==> src/rtl/l2_output_encoder_pkg.sv <==
// Shared types and defaults for the L2 outbound message encoder.
// Payload structs carry only the fields meaningful on each channel.
package l2_output_encoder_pkg;

   localparam int L2_OUT_QDEPTH = 2;

   typedef logic [1:0]   mix_msg_t;
   typedef logic         hprot_t;
   typedef logic [27:0]  line_addr_t;
   typedef logic [127:0] line_t;
   typedef logic [3:0]   word_mask_t;
   typedef logic [3:0]   cache_id_t;

   typedef enum logic [1:0] {
      DST_REQ    = 2'd0,
      DST_RSP    = 2'd1,
      DST_RD_RSP = 2'd2,
      DST_INVAL  = 2'd3
   } l2_out_dst_t;

   typedef struct packed {
      mix_msg_t   coh_msg;
      hprot_t     hprot;
      line_addr_t addr;
      line_t      line;
      word_mask_t word_mask;
   } l2_req_out_t;

   typedef struct packed {
      mix_msg_t   coh_msg;
      cache_id_t  req_id;
      logic       to_req;
      line_addr_t addr;
      line_t      line;
      word_mask_t word_mask;
   } l2_rsp_out_t;

   typedef struct packed {
      line_t line;
   } l2_rd_rsp_t;

   typedef struct packed {
      line_addr_t addr;
      hprot_t     hprot;
   } l2_inval_t;

endpackage

==> src/rtl/l2_out_fifo.sv <==
// Per-channel circular FIFO with occupancy count; full is judged on the
// registered count, so a push into a full queue is refused even if it pops.
module l2_out_fifo #(
   parameter type T        = logic,
   parameter int  DEPTH    = 2,
   parameter int  CNT_BITS = $clog2(DEPTH) + 1
) (
   input  logic                clk,
   input  logic                rst,
   input  logic                push,
   input  T                    push_data,
   input  logic                pop,
   output T                    out_data,
   output logic                out_valid,
   output logic                full,
   output logic [CNT_BITS-1:0] count,
   output logic [CNT_BITS-1:0] count_next
);

   localparam int                  PW      = CNT_BITS - 1;
   localparam logic [PW-1:0]       PTR_ONE = PW'(1'b1);
   localparam logic [CNT_BITS-1:0] CNT_ONE = CNT_BITS'(1'b1);
   localparam logic [CNT_BITS-1:0] CNT_MAX = CNT_BITS'(DEPTH);

   T                    mem_q [DEPTH];
   T                    mem_d [DEPTH];
   logic [PW-1:0]       wr_ptr_q, wr_ptr_d, rd_ptr_q, rd_ptr_d;
   logic [CNT_BITS-1:0] count_q, count_d;
   logic                push_en_s, pop_en_s;

   assign full       = (count_q == CNT_MAX);
   assign out_valid  = (count_q != '0);
   assign out_data   = mem_q[rd_ptr_q];
   assign count      = count_q;
   assign count_next = count_d;
   assign push_en_s  = push & ~full;
   assign pop_en_s   = pop & out_valid;

   always_comb begin
      mem_d    = mem_q;
      wr_ptr_d = wr_ptr_q;
      rd_ptr_d = rd_ptr_q;
      if (push_en_s) begin
         mem_d[wr_ptr_q] = push_data;
         wr_ptr_d        = wr_ptr_q + PTR_ONE;
      end else begin
         wr_ptr_d = wr_ptr_q;
      end
      if (pop_en_s) begin
         rd_ptr_d = rd_ptr_q + PTR_ONE;
      end else begin
         rd_ptr_d = rd_ptr_q;
      end
      case ({push_en_s, pop_en_s})
         2'b10:   count_d = count_q + CNT_ONE;
         2'b01:   count_d = count_q - CNT_ONE;
         default: count_d = count_q;
      endcase
   end

   always_ff @(posedge clk or negedge rst) begin
      if (!rst) begin
         for (int i = 0; i < DEPTH; i++) mem_q[i] <= '0;
         wr_ptr_q <= '0;
         rd_ptr_q <= '0;
         count_q  <= '0;
      end else begin
         mem_q    <= mem_d;
         wr_ptr_q <= wr_ptr_d;
         rd_ptr_q <= rd_ptr_d;
         count_q  <= count_d;
      end
   end

endmodule

==> src/rtl/l2_output_encoder.sv <==
// Routes controller pushes into four independent outbound channel FIFOs and
// reports backpressure, drain status and a sticky overflow flag.
module l2_output_encoder
   import l2_output_encoder_pkg::*;
#(
   parameter int QDEPTH   = L2_OUT_QDEPTH,
   parameter int CNT_BITS = $clog2(QDEPTH) + 1
) (
   input  logic        clk,
   input  logic        rst,
   input  logic        push_valid,
   input  l2_out_dst_t push_dst,
   input  mix_msg_t    push_coh_msg,
   input  hprot_t      push_hprot,
   input  line_addr_t  push_addr,
   input  line_t       push_line,
   input  word_mask_t  push_word_mask,
   input  cache_id_t   push_req_id,
   input  logic        push_to_req,
   output logic        encoder_ready,
   output logic        out_drained,
   output logic        push_overflow,
   output logic        l2_req_out_valid,
   input  logic        l2_req_out_ready,
   output l2_req_out_t l2_req_out_data,
   output logic        l2_rsp_out_valid,
   input  logic        l2_rsp_out_ready,
   output l2_rsp_out_t l2_rsp_out_data,
   output logic        l2_rd_rsp_valid,
   input  logic        l2_rd_rsp_ready,
   output l2_rd_rsp_t  l2_rd_rsp_data,
   output logic        l2_inval_valid,
   input  logic        l2_inval_ready,
   output l2_inval_t   l2_inval_data
);

   logic [3:0]          push_sel_s, full_s;
   logic [CNT_BITS-1:0] cnt_s [4];
   logic [CNT_BITS-1:0] cnt_next_s [4];
   l2_req_out_t         req_pl_s;
   l2_rsp_out_t         rsp_pl_s;
   l2_rd_rsp_t          rd_pl_s;
   l2_inval_t           inv_pl_s;
   logic                drained_q, drained_d, overflow_q, overflow_d;

   assign push_sel_s = push_valid ? (4'b0001 << push_dst) : 4'b0000;

   // Channel payloads keep only their own fields; everything else reads as zero.
   always_comb begin
      req_pl_s = '{coh_msg: push_coh_msg, hprot: push_hprot, addr: push_addr,
                   line: push_line, word_mask: push_word_mask};
      rsp_pl_s = '{coh_msg: push_coh_msg, req_id: push_req_id, to_req: push_to_req,
                   addr: push_addr, line: push_line, word_mask: push_word_mask};
      rd_pl_s  = '{line: push_line};
      inv_pl_s = '{addr: push_addr, hprot: push_hprot};
   end

   l2_out_fifo #(.T(l2_req_out_t), .DEPTH(QDEPTH), .CNT_BITS(CNT_BITS)) u_req_fifo (
      .clk(clk), .rst(rst), .push(push_sel_s[0]), .push_data(req_pl_s),
      .pop(l2_req_out_ready), .out_data(l2_req_out_data), .out_valid(l2_req_out_valid),
      .full(full_s[0]), .count(cnt_s[0]), .count_next(cnt_next_s[0]));

   l2_out_fifo #(.T(l2_rsp_out_t), .DEPTH(QDEPTH), .CNT_BITS(CNT_BITS)) u_rsp_fifo (
      .clk(clk), .rst(rst), .push(push_sel_s[1]), .push_data(rsp_pl_s),
      .pop(l2_rsp_out_ready), .out_data(l2_rsp_out_data), .out_valid(l2_rsp_out_valid),
      .full(full_s[1]), .count(cnt_s[1]), .count_next(cnt_next_s[1]));

   l2_out_fifo #(.T(l2_rd_rsp_t), .DEPTH(QDEPTH), .CNT_BITS(CNT_BITS)) u_rd_fifo (
      .clk(clk), .rst(rst), .push(push_sel_s[2]), .push_data(rd_pl_s),
      .pop(l2_rd_rsp_ready), .out_data(l2_rd_rsp_data), .out_valid(l2_rd_rsp_valid),
      .full(full_s[2]), .count(cnt_s[2]), .count_next(cnt_next_s[2]));

   l2_out_fifo #(.T(l2_inval_t), .DEPTH(QDEPTH), .CNT_BITS(CNT_BITS)) u_inv_fifo (
      .clk(clk), .rst(rst), .push(push_sel_s[3]), .push_data(inv_pl_s),
      .pop(l2_inval_ready), .out_data(l2_inval_data), .out_valid(l2_inval_valid),
      .full(full_s[3]), .count(cnt_s[3]), .count_next(cnt_next_s[3]));

   // Backpressure comes from registered counts only, never same-cycle pops.
   assign encoder_ready = ~|full_s;
   assign out_drained   = drained_q;
   assign push_overflow = overflow_q;

   always_comb begin
      drained_d  = (cnt_next_s[0] == '0) && (cnt_next_s[1] == '0) &&
                   (cnt_next_s[2] == '0) && (cnt_next_s[3] == '0);
      overflow_d = overflow_q | (|(push_sel_s & full_s));
   end

   always_ff @(posedge clk or negedge rst) begin
      if (!rst) begin
         drained_q  <= 1'b1;
         overflow_q <= 1'b0;
      end else begin
         drained_q  <= drained_d;
         overflow_q <= overflow_d;
      end
   end

   logic unused_cnt_s;
   assign unused_cnt_s = ^{cnt_s[0], cnt_s[1], cnt_s[2], cnt_s[3]};

endmodule

==> config.mk <==
export PLATFORM = sky130hd
export DESIGN_NAME = l2_output_encoder
export DESIGN_NICKNAME = d
export VERILOG_FILES = /design/src/rtl/l2_output_encoder_pkg.sv /design/src/rtl/l2_out_fifo.sv /design/src/rtl/l2_output_encoder.sv
export SDC_FILE = /design/constraint.sdc
export NUM_CORES = 1
export LEC_CHECK = 0
export CORE_ASPECT_RATIO = 0.5
export CORE_MARGIN = 2
export CORE_UTILIZATION = 49
export DETAILED_ROUTE_END_ITERATION = 10
export PLACE_DENSITY = 0.77
export SYNTH_ARGS = -nofsm -noshare
export SYNTH_HDL_FRONTEND = slang
export SYNTH_SLANG_ARGS = --single-unit
==> constraint.sdc <==
create_clock -name clk -period 2 [get_ports clk]
set_clock_uncertainty 0.1 [all_clocks]
set_input_delay 0.4 -clock clk [delete_from_list [all_inputs] [get_ports clk]]
set_output_delay 0.4 -clock clk [all_outputs]
set_load 0.01 [all_outputs]
==> results of run 1 <==
Yosys cell counts (all sizes together), types with 3 or more instances:
library cell  instances
nor4                  3
nor2                  8
ha                    4
nand2                 5
xor2                  7
nand3                 4
clkbuf               39
or2                   5
xnor2                11
mux2               1461
nor2b                 5
dfrtp               991
buf                 122
and2                  4
placed cells by master (no fill, tap or decap), types with 5 or more instances in the layout:
| cell | instances |
|---|---|
| buf_12 | 109 |
| buf_2 | 14 |
| buf_4 | 157 |
| buf_6 | 49 |
| bufinv_16 | 8 |
| clkbuf_1 | 18 |
| clkbuf_16 | 97 |
| clkbuf_2 | 66 |
| clkbuf_8 | 19 |
| clkdlybuf4s15_2 | 7 |
| clkdlybuf4s50_1 | 408 |
| clkinv_2 | 16 |
| clkinvlp_4 | 5 |
| dfrtp_1 | 988 |
| diode_2 | 11 |
| dlygate4sd2_1 | 56 |
| dlymetal6s2s_1 | 84 |
| mux2_1 | 180 |
| mux2_2 | 1089 |
| mux2_4 | 192 |
| xnor2_1 | 11 |
| xor2_1 | 7 |
cells by family (layout without fill, tap and decap cells):
kind of cell / Yosys count / after routing / share of synthesized area [%]
adders and majority gates: 4 / 4 / 0.116
other: 0 / 11 / 0
buffers and inverters: 162 / 1129 / 2.22
DFF: 992 / 992 / 57.3
muxes: 1462 / 1462 / 39.4
AOI/OAI and AO/OA: 2 / 2 / 0.0289
and+or+nand+nor: 41 / 41 / 0.543
xor gates and xnor gates: 18 / 18 / 0.364
cell type report:
class,count,share of cell area (%)
flip-flops and latches,992,43.2
multi-input cells,1527,30.9
inverters,1,0.00653
clock inverters,36,0.788
clock buffers,127,4.49
well taps,1185,2.58
repair buffers,965,18.0
diodes,11,0.0479
metal layers:
metal / share of wire, % / vias up / track usage [%]
li1: - / 11500 / -
met2: 52 / 436 / 44.8
met3: 2.6 / 258 / 3.90
met1: 40 / 14000 / 30.4
met5: 0 / - / 0
met4: 5.4 / 0 / 12.4
final timing paths:
kind / endpoint / slack (ns) / depth (start not counted)
hold reg to reg: u_rsp_fifo.mem_q[258] / 0.38 / 1
min in group clk: u_rsp_fifo.mem_q[164] / 0.28 / 2
max in group asynchronous: u_req_fifo.mem_q[83] / 0.86 / 4
setup / recovery: l2_rsp_out_data[152] / -0.89 / 3
hold / removal: u_inv_fifo.count[0] / 0.13 / 2
setup reg to reg: out_drained / -0.18 / 7
repair_timing:
action | 4_1_cts | 5_1_grt
hold buffers | 1 | 0
gates cloned | 1 | 7
pin swaps | 0 | 1
resized for setup | 213 | 360
setup buffers | 10 | 48
hold endpoints to repair | 475 | 0
endpoints found under the setup margin | 922 | 1101
report_power, final:
part	internal [mW]	leakage, nW	switching, mW
Sequential	30.1	12.0	5.20
Combinational	30.0	13.2	20.4
Clock	10.1	1.49	7.77
worst max-delay path: cells and delay by family (launching register included):
family,cells,cell delay (ns)
buffers and inverters,2,0.79
muxes,1,0.37
DFF,1,0.47
per-stage QoR:
step / worst slack [ns] / util, % / area, um2 / std cells
after detailed placement: -0.654 / 61.0 / 53700 / 4604
after global placement: -0.658 / 61.0 / 53700 / 4604
after CTS: -0.952 / 64.6 / 56800 / 4779
after floorplan: 0.00922 / - / 43400 / 2681
after global routing: -0.958 / 65.4 / 57500 / 4843
final: -0.889 / 65.4 / 57500 / 4844
flip-flops by register name (all words and copies together), names as in the netlist, 2 cells and up:
signal,cells
u_req_fifo.mem_q,326
u_inv_fifo.mem_q,58
u_rsp_fifo.count,2
u_req_fifo.count,2
u_rd_fifo.count,2
u_rd_fifo.mem_q,256
u_rsp_fifo.mem_q,334
u_inv_fifo.count,2
==> impl_metrics.tcl, run 1 <==
set metrics [dict create \
    status "finished, violations left" \
    failed_checks "setup timing" \
    worstPathRequired_ns 1.50 \
    nFillCells 6135 \
    detail-route-antenna-nets 0 \
    vias 26200 \
    ys_async_sr_fraction_pct 100 \
    irDropWorstVdd_mv 0.804 \
    viasPerCell 5.40 \
    synth_top_area_share_pct 57.3 \
    seqCellArea_um2 24800 \
    clkSinkCount 992 \
    cts_tree "done" \
    syn2layout_area_growth_pct 32.8 \
    hold_violations 0 \
    worstSkewPairLatency_ns 0.68 \
    dpl.hpwl_um 83100 \
    htreeDepth 3 \
    worstSetupPathType "register to output pin" \
    reg2reg_from "u_rd_fifo.count[0]" \
    seq_area_frac_synth_pct 57.3 \
    setup_viol 889 \
    core_um2 88000 \
    drc_errors 0 \
    numCtsBuffers 88 \
    synth_top_area_cell "dfrtp_1" \
    final.period_utilization_pct 144 \
    drv_slew 0 \
    antenna_found_initial 10 \
    syn-num-nets 2862 \
    power_mw 104 \
    grt_pass1_vias 28400 \
    holdWs_ns 0.134 \
    die_y_um 214 \
    initial_core_util_pct 49.2 \
    finalNetCount 3756 \
    grt_start_max_net_pins 80 \
    synth-seq-cells 992 \
    drive_above_1_share_pct 51.2 \
    p_leak_nw 26.7 \
    grt_pass1_wl_um 177000 \
    postSynthCellCount 2681 \
    die-area_um2 90900 \
    startpoint_type "register" \
    startpoint "u_rsp_fifo.rd_ptr_q" \
    drt-wirelength-per-cell_um 24.3 \
    path_cells "buf_12, mux2_2, clkdlybuf4s50_1" \
    cap_violations 0 \
    worstMarginPinSlew_ns 0.459 \
    wirelength_um 118000 \
    max_freq_mhz 346 \
    cts-root-buf "clkbuf_16" \
    path_max_fanout 43 \
    yosys_warnings 0 \
    finalCriticalPeriod_ns 2.89 \
    gr-total-overflow 0 \
    synth_area_leaders "dfrtp_1, mux2_2, mux2_4" \
    synth_edf_count 0 \
    die_x_um 424 \
    endpoint_kind "output pin" \
    globalplace.congestion 0.827 \
    worst_slack_ns -0.889 \
    multi_input_area_um2 17800 \
    crit_path_max_incr_delay_ns 0.53 \
    grt_util_all_layers_pct 25.4 \
    synth_area_per_cell_um2 16.2 \
    syn_area_um2 43300 \
    synth_cell_types 32 \
    powerDensity_nw_per_um2 1800 \
    initialDrtViolationCount 1231 \
    cts_buffer_depth 3 \
    worstPathArrival_ns 2.39 \
    relSlewSlack_pct 69.4 \
    clk_transition_reported_paths_ns 0.07 \
    rsz0062_at_grt "true" \
    ios 671 \
    port_buffers 670 \
    finalSetupTns_ns -384.22 \
    hp-class "input port to asynchronous set/reset pin" \
    rows 77 \
    slowest_stage "clkdlybuf4s50_1" \
    dr.pass1.iters 4 \
    ys.flop_type "dfrtp_1" \
]
No activity file was read; power rests on OpenSTA's default activity.
==> inputs of run 2 (changes only) <==
- TNS_END_PERCENT: default -> 10
==> impl_metrics.tcl, run 2 (synthesized netlist as in run 1, its figures left out) <==
set metrics [dict create \
    status "finished, violations left" \
    failed_checks "setup timing" \
    initial_core_util_pct 49.2 \
    rows 77 \
    numCtsBuffers 88 \
    worst_slack_ns -0.913 \
    grt_util_all_layers_pct 25.4 \
    cts_buffer_depth 3 \
    drc_errors 0 \
    die-area_um2 90900 \
    setup_viol 915 \
    power_mw 103 \
    gr-total-overflow 0 \
    port_buffers 670 \
    antenna_found_initial 10 \
    max_freq_mhz 343 \
    finalCriticalPeriod_ns 2.91 \
    detail-route-antenna-nets 0 \
    layout_commonest_cell "mux2_2" \
    fin_util_pct 64.7 \
    worstPathRequired_ns 1.50 \
    p_leak_nw 25.8 \
    regMostFlops "u_rsp_fifo.mem_q" \
    dr.pass1.iters 4 \
    drive_above_1_share_pct 49.2 \
    postPlaceCellArea_um2 53700 \
    relSlewSlack_pct 69.3 \
    path_max_fanout 43 \
    met3_usage_pct 3.89 \
    worstSetupPathType "register to output pin" \
    globalplace.congestion 0.827 \
    layout_common_cells "mux2_2, dfrtp_1, clkdlybuf4s50_1" \
    nFillCells 6222 \
    clk_transition_reported_paths_ns 0.07 \
    gr-usage-met1_pct 30.4 \
    viasPerCell 5.40 \
    worstMarginPinSlew_ns 0.460 \
    final.period_utilization_pct 146 \
    finalNetCount 3712 \
    cap_violations 0 \
    die_x_um 424 \
    drt-wirelength-per-cell_um 24.2 \
    die_y_um 214 \
    rsz0062_at_grt "true" \
    endpoint_kind "output pin" \
    initialDrtViolationCount 1120 \
    worstPathArrival_ns 2.41 \
    grt_pass1_wl_um 177000 \
    top_regs "u_rsp_fifo.mem_q x334, u_req_fifo.mem_q x326, u_rd_fifo.mem_q x256" \
    worstSkewPairLatency_ns 0.68 \
    finalSetupTns_ns -405.55 \
    met2_usage_pct 44.9 \
    drv_slew 0 \
    irDropWorstVdd_mv 0.827 \
    core_um2 88000 \
    clkSinkCount 992 \
    final_cell_area_um2 56900 \
    grt_start_max_net_pins 80 \
    largest_register_ffs 334 \
    ios 671 \
    vias 25900 \
    grt_pass1_vias 28400 \
    cts-root-buf "clkbuf_16" \
    top_usage_layer "met2" \
    holdWs_ns 0.134 \
    powerDensity_nw_per_um2 1800 \
    dpl.hpwl_um 83100 \
    startpoint_type "register" \
    hp-class "input port to asynchronous set/reset pin" \
    htreeDepth 3 \
    cts_tree "done" \
    wirelength_um 116000 \
    hold_violations 0 \
    syn2layout_area_growth_pct 31.4 \
]
==> run 2: cell count changes in the layout (fill, tap and decap cells not counted), moves of 6 or more <==
cell             delta
clkdlybuf4s50_1    +97
buf_4              -20
dlymetal6s2s_1     -51
buf_6              -28
clkbuf_2           -24
clkbuf_16           -6
==> run 2: where the power goes <==
group          leakage [nW]  switching [mW]  internal [mW]  total (mW)
Sequential             12.0            5.18           30.1        35.3
Clock                  1.49            7.76           10.1        17.8
Combinational          12.3            20.0           29.6        49.6
Total                  25.8            33.0           69.8         103
==> run 2: stage by stage <==
stage / worst slack [ns] / std cells
2_1_floorplan: 0.00922 / 2681
3_3_place_gp: -0.658 / 4604
5_1_grt: -0.964 / 4799
3_5_place_dp: -0.654 / 4604
4_1_cts: -0.952 / 4779
6_report: -0.913 / 4800
==> run 2: worst paths after layout <==
| path | from | endpoint | slack (ns) | depth (start not counted) |
|---|---|---|---|---|
| max | u_rsp_fifo.rd_ptr_q | l2_rsp_out_data[139] | -0.91 | 3 |
| min | rst | u_inv_fifo.rd_ptr_q | 0.13 | 2 |
| max reg2reg | u_rd_fifo.count[1] | u_rd_fifo.mem_q[156] | -0.17 | 8 |
| min reg2reg | push_overflow | push_overflow | 0.38 | 1 |
| max in group asynchronous | rst | u_req_fifo.mem_q[83] | 0.87 | 4 |
| min in group clk | push_req_id[3] | u_rsp_fifo.mem_q[164] | 0.28 | 2 |
==> run 2: what timing repair did <==
| action | CTS | global route |
|---|---|---|
| cloned | 1 | 1 |
| setup buffers | 10 | 10 |
| resized for setup | 196 | 168 |
| hold endpoints to repair | 475 | 0 |
| hold buffers | 1 | 0 |
| setup endpoints to repair | 922 | 1101 |
==> run 2: per-layer routing <==
layer	vias up	wire (um)	part of all wire, %
met1	13900	45800	39
met4	0	6380	5.5
met5	-	0	0
met2	437	60900	52
li1	11400	-	-
met3	256	3150	2.7
==> run 2: layout make-up <==
| type | count | area [um2] | area share [%] |
|---|---|---|---|
| diodes | 11 | 27.5 | 0.0484 |
| clock buffers | 127 | 2580 | 4.53 |
| clock inverters | 36 | 453 | 0.796 |
| inverters | 1 | 3.75 | 0.00659 |
| multi-input cells | 1527 | 17700 | 31.2 |
| flip-flops and latches | 992 | 24800 | 43.6 |
| well taps | 1185 | 1480 | 2.60 |
| repair buffers | 921 | 9800 | 17.2 |
==> run 2: worst max-delay path, cell delays in order (launching register included) <==
cell and delay [ns]:
dfrtp_4 0.48, buf_12 0.27, mux2_2 0.38, clkdlybuf4s50_1 0.54
